[src/rtl/uart_bridge_if.sv]
// Core data-bus view of the UART bridge register window.
interface uart_bridge_if;
  logic        sel;
  logic [1:0]  addr;
  logic        we;
  logic        re;
  logic [31:0] wdata;
  logic [31:0] rdata;

  modport master (output sel, output addr, output we, output re, output wdata, input rdata);
  modport slave  (input sel, input addr, input we, input re, input wdata, output rdata);
endinterface

[src/rtl/uart_bridge.sv]
// Memory-mapped UART front end: RX/TX byte FIFOs, STATUS/CTRL registers,
// a two-state TX offer FSM, and an occupancy-driven interrupt.
module uart_bridge #(
  parameter int unsigned RX_DEPTH = 8,
  parameter int unsigned TX_DEPTH = 4
) (
  input  logic           clk,
  input  logic           reset,
  uart_bridge_if.slave   bus,
  output logic [7:0]     tx_data,
  output logic           tx_data_valid,
  input  logic           tx_data_ack,
  input  logic [7:0]     rx_data,
  input  logic           rx_data_fresh,
  output logic           irq
);

  localparam int unsigned RX_AW = $clog2(RX_DEPTH);
  localparam int unsigned TX_AW = $clog2(TX_DEPTH);
  localparam logic [RX_AW:0] RX_ONE = 1;
  localparam logic [TX_AW:0] TX_ONE = 1;

  typedef enum logic {IDLE = 1'b0, SEND = 1'b1} tx_state_e;

  logic [7:0]     rx_mem_q [RX_DEPTH];
  logic [7:0]     rx_mem_d [RX_DEPTH];
  logic [7:0]     tx_mem_q [TX_DEPTH];
  logic [7:0]     tx_mem_d [TX_DEPTH];
  logic [RX_AW:0] rx_wr_q, rx_wr_d, rx_rd_q, rx_rd_d;
  logic [TX_AW:0] tx_wr_q, tx_wr_d, tx_rd_q, tx_rd_d;
  logic           rx_overrun_q, rx_overrun_d;
  logic           tx_drop_q, tx_drop_d;
  logic [1:0]     ctrl_q, ctrl_d;
  tx_state_e      state_q, state_d;
  logic [7:0]     tx_data_q, tx_data_d;
  logic           tx_valid_q, tx_valid_d;
  logic           irq_q, irq_d;

  logic           rx_empty, rx_full, tx_empty, tx_full;
  logic           data_acc, stat_wr, ctrl_wr;
  logic           rx_pop, rx_push, tx_pop, tx_wr_req, tx_push;
  logic [RX_AW:0] rx_count;
  logic [31:0]    rx_count32;
  logic [3:0]     rx_count_sat;
  logic [31:0]    status;
  logic           unused_wdata;

  assign unused_wdata = ^bus.wdata[31:8];

  always_comb begin
    rx_empty     = (rx_wr_q == rx_rd_q);
    rx_full      = (rx_wr_q[RX_AW] != rx_rd_q[RX_AW]) &&
                   (rx_wr_q[RX_AW-1:0] == rx_rd_q[RX_AW-1:0]);
    tx_empty     = (tx_wr_q == tx_rd_q);
    tx_full      = (tx_wr_q[TX_AW] != tx_rd_q[TX_AW]) &&
                   (tx_wr_q[TX_AW-1:0] == tx_rd_q[TX_AW-1:0]);
    rx_count     = rx_wr_q - rx_rd_q;
    rx_count32   = 32'(rx_count);
    rx_count_sat = (rx_count32 > 32'd15) ? 4'hF : rx_count32[3:0];
    status       = {20'h0, rx_count_sat, 2'b00, tx_drop_q, rx_overrun_q,
                    tx_empty, tx_full, rx_full, ~rx_empty};

    data_acc  = bus.sel && (bus.addr == 2'd0);
    stat_wr   = bus.sel && bus.we && (bus.addr == 2'd1);
    ctrl_wr   = bus.sel && bus.we && (bus.addr == 2'd2);
    // A pop frees a slot this edge, so a push into a full FIFO still lands.
    rx_pop    = data_acc && bus.re && !rx_empty;
    rx_push   = rx_data_fresh && (!rx_full || rx_pop);
    tx_pop    = (state_q == SEND) && tx_data_ack;
    tx_wr_req = data_acc && bus.we;
    tx_push   = tx_wr_req && (!tx_full || tx_pop);
  end

  always_comb begin
    bus.rdata = '0;
    if (bus.sel) begin
      case (bus.addr)
        2'd0:    bus.rdata = rx_empty ? '0 : {24'h0, rx_mem_q[rx_rd_q[RX_AW-1:0]]};
        2'd1:    bus.rdata = status;
        2'd2:    bus.rdata = {30'h0, ctrl_q};
        default: bus.rdata = '0;
      endcase
    end
  end

  always_comb begin
    rx_mem_d = rx_mem_q;
    tx_mem_d = tx_mem_q;
    rx_wr_d  = rx_wr_q;
    rx_rd_d  = rx_rd_q;
    tx_wr_d  = tx_wr_q;
    tx_rd_d  = tx_rd_q;
    ctrl_d   = ctrl_q;

    if (rx_push) begin
      rx_mem_d[rx_wr_q[RX_AW-1:0]] = rx_data;
      rx_wr_d = rx_wr_q + RX_ONE;
    end
    if (rx_pop) rx_rd_d = rx_rd_q + RX_ONE;

    if (tx_push) begin
      tx_mem_d[tx_wr_q[TX_AW-1:0]] = bus.wdata[7:0];
      tx_wr_d = tx_wr_q + TX_ONE;
    end
    if (tx_pop) tx_rd_d = tx_rd_q + TX_ONE;

    // Set events are OR-ed in after the clear so they win a same-cycle W1C.
    rx_overrun_d = (rx_overrun_q && !(stat_wr && bus.wdata[4])) ||
                   (rx_data_fresh && rx_full && !rx_pop);
    tx_drop_d    = (tx_drop_q && !(stat_wr && bus.wdata[5])) ||
                   (tx_wr_req && tx_full && !tx_pop);

    if (ctrl_wr) ctrl_d = bus.wdata[1:0];

    irq_d = (ctrl_q[0] && !rx_empty) || (ctrl_q[1] && tx_empty && (state_q == IDLE));
  end

  always_comb begin
    state_d    = state_q;
    tx_data_d  = tx_data_q;
    tx_valid_d = tx_valid_q;
    case (state_q)
      IDLE: begin
        if (!tx_empty) begin
          tx_data_d  = tx_mem_q[tx_rd_q[TX_AW-1:0]];
          tx_valid_d = 1'b1;
          state_d    = SEND;
        end
      end
      SEND: begin
        if (tx_data_ack) begin
          tx_valid_d = 1'b0;
          state_d    = IDLE;
        end
      end
      default: state_d = IDLE;
    endcase
  end

  always_ff @(posedge clk or negedge reset) begin
    if (!reset) begin
      rx_mem_q     <= '{default: '0};
      tx_mem_q     <= '{default: '0};
      rx_wr_q      <= '0;
      rx_rd_q      <= '0;
      tx_wr_q      <= '0;
      tx_rd_q      <= '0;
      rx_overrun_q <= 1'b0;
      tx_drop_q    <= 1'b0;
      ctrl_q       <= '0;
      state_q      <= IDLE;
      tx_data_q    <= '0;
      tx_valid_q   <= 1'b0;
      irq_q        <= 1'b0;
    end else begin
      rx_mem_q     <= rx_mem_d;
      tx_mem_q     <= tx_mem_d;
      rx_wr_q      <= rx_wr_d;
      rx_rd_q      <= rx_rd_d;
      tx_wr_q      <= tx_wr_d;
      tx_rd_q      <= tx_rd_d;
      rx_overrun_q <= rx_overrun_d;
      tx_drop_q    <= tx_drop_d;
      ctrl_q       <= ctrl_d;
      state_q      <= state_d;
      tx_data_q    <= tx_data_d;
      tx_valid_q   <= tx_valid_d;
      irq_q        <= irq_d;
    end
  end

  assign tx_data       = tx_data_q;
  assign tx_data_valid = tx_valid_q;
  assign irq           = irq_q;

endmodule
[src/flat_wrapper.sv]
// flat-port wrapper written by rule: the top's interface ports become plain ports
module uart_bridge_flat 
#(
  parameter int unsigned RX_DEPTH = 8,
  parameter int unsigned TX_DEPTH = 4
)
  (clk, reset, tx_data, tx_data_valid, tx_data_ack, rx_data, rx_data_fresh, irq, bus_sel, bus_addr, bus_we, bus_re, bus_wdata, bus_rdata);
  uart_bridge_if bus_i ();
  input  logic clk;
  input  logic reset;
  output logic [7:0] tx_data;
  output logic tx_data_valid;
  input  logic tx_data_ack;
  input  logic [7:0] rx_data;
  input  logic rx_data_fresh;
  output logic irq;
  input wire logic [$bits(bus_i.sel)-1:0] bus_sel;
  input wire logic [$bits(bus_i.addr)-1:0] bus_addr;
  input wire logic [$bits(bus_i.we)-1:0] bus_we;
  input wire logic [$bits(bus_i.re)-1:0] bus_re;
  input wire logic [$bits(bus_i.wdata)-1:0] bus_wdata;
  output wire logic [$bits(bus_i.rdata)-1:0] bus_rdata;
  assign bus_i.sel = bus_sel;
  assign bus_i.addr = bus_addr;
  assign bus_i.we = bus_we;
  assign bus_i.re = bus_re;
  assign bus_i.wdata = bus_wdata;
  assign bus_rdata = bus_i.rdata;
  uart_bridge #(.RX_DEPTH(RX_DEPTH), .TX_DEPTH(TX_DEPTH)) u_core (.clk(clk), .reset(reset), .bus(bus_i), .tx_data(tx_data), .tx_data_valid(tx_data_valid), .tx_data_ack(tx_data_ack), .rx_data(rx_data), .rx_data_fresh(rx_data_fresh), .irq(irq));
endmodule
[config.mk]
export PLATFORM = sky130hd
export DESIGN_NAME = uart_bridge_flat
export DESIGN_NICKNAME = d
export VERILOG_FILES = /design/src/rtl/uart_bridge_if.sv /design/src/rtl/uart_bridge.sv /design/src/flat_wrapper.sv
export SDC_FILE = /design/constraint.sdc
export NUM_CORES = 1
export LEC_CHECK = 0
export ABC_AREA = 0
export CORE_MARGIN = 4
export CORE_UTILIZATION = 25
export DETAILED_ROUTE_END_ITERATION = 7
export PLACE_DENSITY = 0.48
export SETUP_SLACK_MARGIN = 0.1
export SLEW_MARGIN = 10
export SYNTH_ARGS = -nofsm -noshare
export SYNTH_HDL_FRONTEND = slang
export SYNTH_SLANG_ARGS = --single-unit
[constraint.sdc]
create_clock -name clk -period 2.82 [get_ports clk]
set_clock_uncertainty 0.15 [all_clocks]
set_input_delay 0.564 -clock clk [delete_from_list [all_inputs] [get_ports clk]]
set_output_delay 0.564 -clock clk [all_outputs]
set_load 0.01 [all_outputs]
==> results.sh, run 1 <==
export IMPL_wirelength_um=14900
export IMPL_clk_pin_slew_ns=0.05
export IMPL_ir_drop_mv=0.432
export IMPL_synth_top_area_cell="dfrtp_1"
export IMPL_ant_nets=0
export IMPL_grt_ovfl_total=0
export IMPL_hold_path_depth=1
export IMPL_setup_viol=0
export IMPL_via_count=3828
export IMPL_ys_seq_elements=125
export IMPL_first_pass_iters=4
export IMPL_yosysMostFrequentCell="dfrtp_1"
export IMPL_yosysWarnings=0
export IMPL_insertion_delay_ns=0.41
export IMPL_grt_max_degree=40
export IMPL_reg2regPathDepth=9
export IMPL_start_util_pct=25.7
export IMPL_die_w_um=164
export IMPL_htreeDepth=4
export IMPL_maxSlewViolCount=0
export IMPL_worst_ep_required_time_ns=2.11
export IMPL_period_share_pct=99.8
export IMPL_crit_fanout=8
export IMPL_synthFlopType="dfrtp_1"
export IMPL_num_nets_final=598
export IMPL_hpwl_um=10700
export IMPL_final_setup_worst_slack_ns=0.00598
export IMPL_drcViolationCount=0
export IMPL_r2r_end="u_core.rx_mem_q[44]$_DFFE_PN0P_"
export IMPL_r2r_slack_ns=0.35
export IMPL_crit_path_top_delay_cell="mux4_2"
export IMPL_synthCells=419
export IMPL_yosysSeqAreaShare_pct=51.2
export IMPL_busiest_layer="met2"
export IMPL_num_antenna_cells=0
export IMPL_cts_sinks=125
export IMPL_power_density_mw_per_mm2=1150
export IMPL_worst_setup_path_start_kind="flop"
export IMPL_io_buffers=46
export IMPL_core_area_mm2=0.0238
export IMPL_post_drt_via_cell_ratio=4.40
export IMPL_leakagePower_uw=0.00359
export IMPL_layout_drive_gt1_share_pct=51.4
export IMPL_cts_root_buf="clkbuf_16"
export IMPL_routedWlPerCell_um=17.2
export IMPL_synth_common_cells="dfrtp_1, mux2_2, buf_4, mux4_2, mux2_4"
export IMPL_synth_edf_count=0
export IMPL_gp_congestion=0.756
export IMPL_gr_usage_all_layers_pct=11.8
export IMPL_post_place_ws_ns=-0.607
export IMPL_cp_end_kind="output port"
export IMPL_maxCapViolCount=0
export IMPL_layout_min_cycle_time_ns=2.81
export IMPL_r2r_start="u_core.rx_rd_q[1]$_DFFE_PN0P_"
export IMPL_die_y_um=164
export IMPL_final_hold_viol_count=0
export IMPL_io_pins=91
export IMPL_grt_pass1_wl_um=23900
export IMPL_syn2layout_area_growth_pct=35.7
export IMPL_hold_path_class="reg2reg"
export IMPL_crit_path_max_incr_delay_ns=0.51
export IMPL_tightest_slew_ns=0.955
export IMPL_antenna_found_initial=1
export IMPL_whs_endpoint="u_core.tx_wr_q[2]$_DFFE_PN0P_"
export IMPL_totalNegativeSetupSlack_ns=0
export IMPL_rows=56
export IMPL_path_cells="buf_12, buf_4, mux4_2, mux2i_4, o22ai_2, buf_2"
export IMPL_synth_distinct_cells=45
export IMPL_cts_buffer_depth=2
export IMPL_synthArstFlopShare_pct=100
export IMPL_synth_area_leaders="dfrtp_1, mux2_2, mux4_2, mux2_4, buf_4"
export IMPL_grt_util_met1_pct=15.5
export IMPL_synth_avg_cell_area_um2=14.6
export IMPL_worstPathArrival_ns=2.10
export IMPL_worstHoldStart="u_core.tx_wr_q[2]$_DFFE_PN0P_"
export IMPL_die_area_mm2=0.0270
export IMPL_syn_area_mm2=0.00611
export IMPL_grt_met2_usage_pct=18.8
export IMPL_crit_start="u_core.rx_rd_q[1]$_DFFE_PN0P_"
export IMPL_use_met3_pct=3.27
export IMPL_numCtsBuffers=17
export IMPL_rsz0062_at_grt="yes"
export IMPL_cts_tree="done"
export IMPL_outcome="complete, no violations"
export IMPL_synth_top_cell_area_share_pct=51.2
export IMPL_maxSlewHeadroom_pct=36.2
export IMPL_fmax_mhz=355
export IMPL_drtIter0Drc=143
export IMPL_grt_pass1_vias=4099
export IMPL_worstSetupPathType="reg2out"
## layout make-up
type,instances,area [um^2]
Fill cell,2290,15500
Sequential cell,125,3130
Multi-Input combinational cell,271,3000
Timing Repair Buffer,115,1100
Clock buffer,22,464
Tap cell,319,399
Clock inverter,10,163
Inverter,8,32.5
## metal layers
layer  vias up  part of all wire, %
met5         -                0.087
met1      1994                   46
li1       1746                    -
met3        12                  4.3
met2        74                   48
met4         2                  1.1
## cells in the final DEF, fill, tap and decap left out, types with 4 or more instances in the layout
master	netlist	routed
dfrtp_1	125	124
nand3_1	10	10
mux2i_1	8	4
buf_2	3	6
nand2_1	14	12
dlygate4sd2_1	0	4
nand3_2	4	4
nor2_1	7	7
bufinv_16	0	4
ha_1	10	7
xnor2_1	11	10
clkbuf_16	0	17
mux2_2	95	95
clkdlybuf4s50_1	0	30
inv_1	8	5
nor2b_1	6	4
buf_4	22	52
mux4_2	22	22
buf_6	1	11
mux2_4	16	16
buf_12	0	10
conb_1	1	20
## sequential cells by signal (all words and copies together), names as in the netlist
register	count
u_core.rx_overrun_q	1
u_core.tx_mem_q	32
u_core.rx_mem_q	64
u_core.tx_data_valid	1
u_core.state_q	1
u_core.ctrl_q	2
u_core.tx_rd_q	3
u_core.tx_drop_q	1
u_core.rx_rd_q	4
u_core.tx_data	8
u_core.rx_wr_q	4
u_core.tx_wr_q	3
u_core.irq	1
## critical path, delay by kind of cell, from the launching register on
| family | cells | cell delay [ns] |
|---|---|---|
| muxes | 2 | 0.72 |
| AOI/OAI and AO/OA | 1 | 0.12 |
| buffers and inverters | 3 | 0.43 |
| DFF | 1 | 0.42 |
## through the flow
step | hold WS [ns] | total power, uW | std cells | cell area (um^2) | utilization (%)
2_1_floorplan | 0.118 | 5500 | 438 | 6190 | -
3_3_place_gp | 0.330 | 6710 | 826 | 7370 | 31.0
3_5_place_dp | 0.334 | 6830 | 826 | 7370 | 31.0
4_1_cts | 0.347 | 9570 | 869 | 8240 | 34.7
5_1_grt | 0.364 | 10200 | 870 | 8300 | 34.9
6_report | 0.339 | 9550 | 870 | 8300 | 34.9
## where the power goes
part,switching [uW],internal [uW]
clock network,799,1530
logic,1680,2430
registers,477,2650
total,2950,6600
## cells by family after synthesis
kind of cell / Yosys count / synth area share, %
adders and majority gates: 11 / 2.37
muxes: 141 / 30.8
other: 1 / 0.0613
AOI/OAI and AO/OA: 21 / 2.50
buffers and inverters: 42 / 4.11
and+or+nand+nor: 63 / 6.69
xor gates and xnor gates: 15 / 2.27
DFF: 125 / 51.2
## worst max path at each step
| stage | end | cells past startpoint |
|---|---|---|
| floorplan | u_core.rx_mem_q[40]$_DFFE_PN0P_ | 9 |
| global placement | bus_rdata[4] | 7 |
| detailed placement | bus_rdata[4] | 7 |
| CTS | bus_rdata[5] | 7 |
| global route | bus_rdata[1] | 6 |
| finish | bus_rdata[1] | 6 |
## repair_timing
item | in CTS | in global routing
setup buffers | 10 | 5
gates resized for setup | 94 | 14
pin swaps | 9 | 10
gates cloned | 0 | 0
hold buffers | 1 | 0
hold endpoints to repair | 31 | 0
setup endpoints to repair | 12 | 10
No activity file was read; power rests on OpenSTA's default activity.
==> run 2, diff against run 1 <==
--- a/config.mk
+++ b/config.mk
@@ -6,6 +6,7 @@
 export NUM_CORES = 1
 export LEC_CHECK = 0
 export ABC_AREA = 0
+export CAP_MARGIN = 20
 export CORE_MARGIN = 4
 export CORE_UTILIZATION = 25
 export DETAILED_ROUTE_END_ITERATION = 7
==> results of run 2 <==
Same layout as run 1: the final DEF is identical, and so are final timing and power.
==> run 3, diff against run 2 <==
--- a/config.mk
+++ b/config.mk
@@ -7,10 +7,12 @@
 export LEC_CHECK = 0
 export ABC_AREA = 0
 export CAP_MARGIN = 20
+export CELL_PAD_IN_SITES_DETAIL_PLACEMENT = 0
+export CELL_PAD_IN_SITES_GLOBAL_PLACEMENT = 1
 export CORE_MARGIN = 4
 export CORE_UTILIZATION = 25
 export DETAILED_ROUTE_END_ITERATION = 7
-export PLACE_DENSITY = 0.48
+export PLACE_DENSITY = 0.54
 export SETUP_SLACK_MARGIN = 0.1
 export SLEW_MARGIN = 10
 export SYNTH_ARGS = -nofsm -noshare
==> results.sh, run 3 (synthesis gave the netlist of run 1 again) <==
export IMPL_post_place_ws_ns=-0.582
export IMPL_crit_fanout=6
export IMPL_syn2layout_area_growth_pct=34.0
export IMPL_dp_cells=820
export IMPL_num_fill_cells=2307
export IMPL_maxSlewViolCount=0
export IMPL_numCtsBuffers=17
export IMPL_die_y_um=164
export IMPL_num_nets_final=590
export IMPL_outcome="complete, no violations"
export IMPL_die_w_um=164
export IMPL_critical_path_top_delay_family="multiplexers"
export IMPL_rows=56
export IMPL_post_drt_via_cell_ratio=4.35
export IMPL_core_area_mm2=0.0238
export IMPL_io_pins=91
export IMPL_leakagePower_uw=0.00355
export IMPL_power_density_mw_per_mm2=1150
export IMPL_path_buf_inv=4
export IMPL_hpwl_um=10600
export IMPL_cp_end_kind="output port"
export IMPL_final_hold_viol_count=0
export IMPL_ir_drop_mv=0.384
export IMPL_cts_sinks=125
export IMPL_p_switching_uw=3030
export IMPL_final_setup_worst_slack_ns=0.0436
export IMPL_drcViolationCount=0
export IMPL_switching_share_pct=32.1
export IMPL_maxSlewHeadroom_pct=31.6
export IMPL_largest_reg_flops=64
export IMPL_period_share_pct=98.5
export IMPL_maxCapViolCount=0
export IMPL_final_common_cell="dfrtp_1"
export IMPL_layout_drive_gt1_share_pct=51.7
export IMPL_worstSetupPathType="reg2out"
export IMPL_grt_pass1_wl_um=23700
export IMPL_cts_tree="done"
export IMPL_crit_start="u_core.rx_rd_q[1]$_DFFE_PN0P_"
export IMPL_htreeDepth=4
export IMPL_fin_cells=862
export IMPL_via_count=3750
export IMPL_hold_path_class="in2async"
export IMPL_antenna_found_initial=0
export IMPL_tightest_slew_ns=1.02
export IMPL_clk_pin_slew_ns=0.06
export IMPL_regMostFlops="u_core.rx_mem_q"
export IMPL_final_cell_mix="dfrtp_1, mux2_2, buf_4, clkdlybuf4s50_1, mux4_2"
export IMPL_gr_usage_all_layers_pct=11.8
export IMPL_ant_nets=0
export IMPL_worst_setup_path_start_kind="flop"
export IMPL_cts_root_buf="clkbuf_16"
export IMPL_reg2regPathDepth=5
export IMPL_grt_max_degree=50
export IMPL_layout_min_cycle_time_ns=2.78
export IMPL_r2r_slack_ns=0.37
export IMPL_cts_hold_fix_buffers=0
export IMPL_grt_pass1_vias=4101
export IMPL_worst_ep_required_time_ns=2.11
export IMPL_die_area_mm2=0.0270
export IMPL_cts_buffer_depth=2
export IMPL_io_buffers=46
export IMPL_crit_path_top_delay_cell="mux4_2"
export IMPL_pwr_share_comb_pct=44.6
export IMPL_rsz0062_at_grt="yes"
export IMPL_wirelength_um=15200
export IMPL_p_int_uw=6420
export IMPL_fmax_mhz=360
export IMPL_insertion_delay_ns=0.41
export IMPL_drtIter0Drc=139
export IMPL_gp_congestion=0.801
export IMPL_crit_path_max_incr_delay_ns=0.52
export IMPL_worst_path_stages=7
export IMPL_start_util_pct=25.7
export IMPL_finish_utilization_pct=34.5
export IMPL_setup_viol=0
export IMPL_num_antenna_cells=0
export IMPL_path_cells="buf_6, buf_12, mux4_2, mux2i_2, buf_4, o21ai_2, buf_2"
export IMPL_r2r_end="u_core.tx_data[4]$_DFFE_PN0P_"
export IMPL_worstPathArrival_ns=2.06
export IMPL_grt_ovfl_total=0
export IMPL_routedWlPerCell_um=17.6
export IMPL_power_frac_clock_pct=22.4
export IMPL_first_pass_iters=4
export IMPL_r2r_start="u_core.tx_wr_q[0]$_DFFE_PN0P_"
export IMPL_p_seq_share_pct=33.0
export IMPL_crit_end="bus_rdata[4]"
run 3: layout make-up:
cell class / instances / area (um^2) / area share [%]
well taps: 319 / 399 / 4.87
inverters: 8 / 30.0 / 0.367
clock inverters: 12 / 114 / 1.39
repair buffers: 107 / 1070 / 13.1
multi-input cells: 271 / 2980 / 36.4
clock buffers: 20 / 467 / 5.70
flip-flops and latches: 125 / 3130 / 38.2
run 3: through the flow:
step / TNS [ns] / area, um^2 / hold slack (ns) / power (uW)
global route: -0.137 / 8190 / 0.0605 / 10000
CTS: -0.0394 / 8110 / 0.0469 / 9460
floorplan: 0 / 6190 / 0.118 / 5500
detailed placement: -9.01 / 7340 / 0.336 / 6930
global placement: -8.79 / 7340 / 0.331 / 6800
finish: 0 / 8190 / 0.0240 / 9450
run 3: metal layers:
layer	vias up	share of wire (%)	GRT usage, %	routed length, um
met5	-	0	0	0
li1	1729	-	-	-
met4	0	1.3	3.36	191
met2	72	50	19.5	7550
met3	13	4.5	3.44	682
met1	1936	45	15.1	6760
run 3: power by group through the flow:
stage	clock network, uW	registers, uW	logic [uW]
2_1_floorplan	0	3030	2470
3_3_place_gp	0	3080	3720
3_5_place_dp	0	3140	3790
4_1_cts	2170	3120	4170
5_1_grt	2260	3230	4560
6_report	2120	3120	4210
run 3: worst min path at each step:
stage,startpoint,endpoint,depth (start not counted)
2_1_floorplan,reset,u_core.ctrl_q[0]$_DFFE_PN0P_,0
3_3_place_gp,u_core.tx_rd_q[2]$_DFFE_PN0P_,u_core.tx_rd_q[2]$_DFFE_PN0P_,1
3_5_place_dp,u_core.tx_wr_q[2]$_DFFE_PN0P_,u_core.tx_wr_q[2]$_DFFE_PN0P_,1
4_1_cts,reset,u_core.tx_data[3]$_DFFE_PN0P_,1
5_1_grt,reset,u_core.tx_data[3]$_DFFE_PN0P_,1
6_report,reset,u_core.tx_data[3]$_DFFE_PN0P_,1
run 3: repair_timing:
| action | 4_1_cts | 5_1_grt |
|---|---|---|
| cloned | 1 | 0 |
| buffers inserted | 9 | 1 |
| gates resized for setup | 85 | 18 |
| pin swaps | 13 | 9 |
| setup endpoints to repair | 12 | 10 |
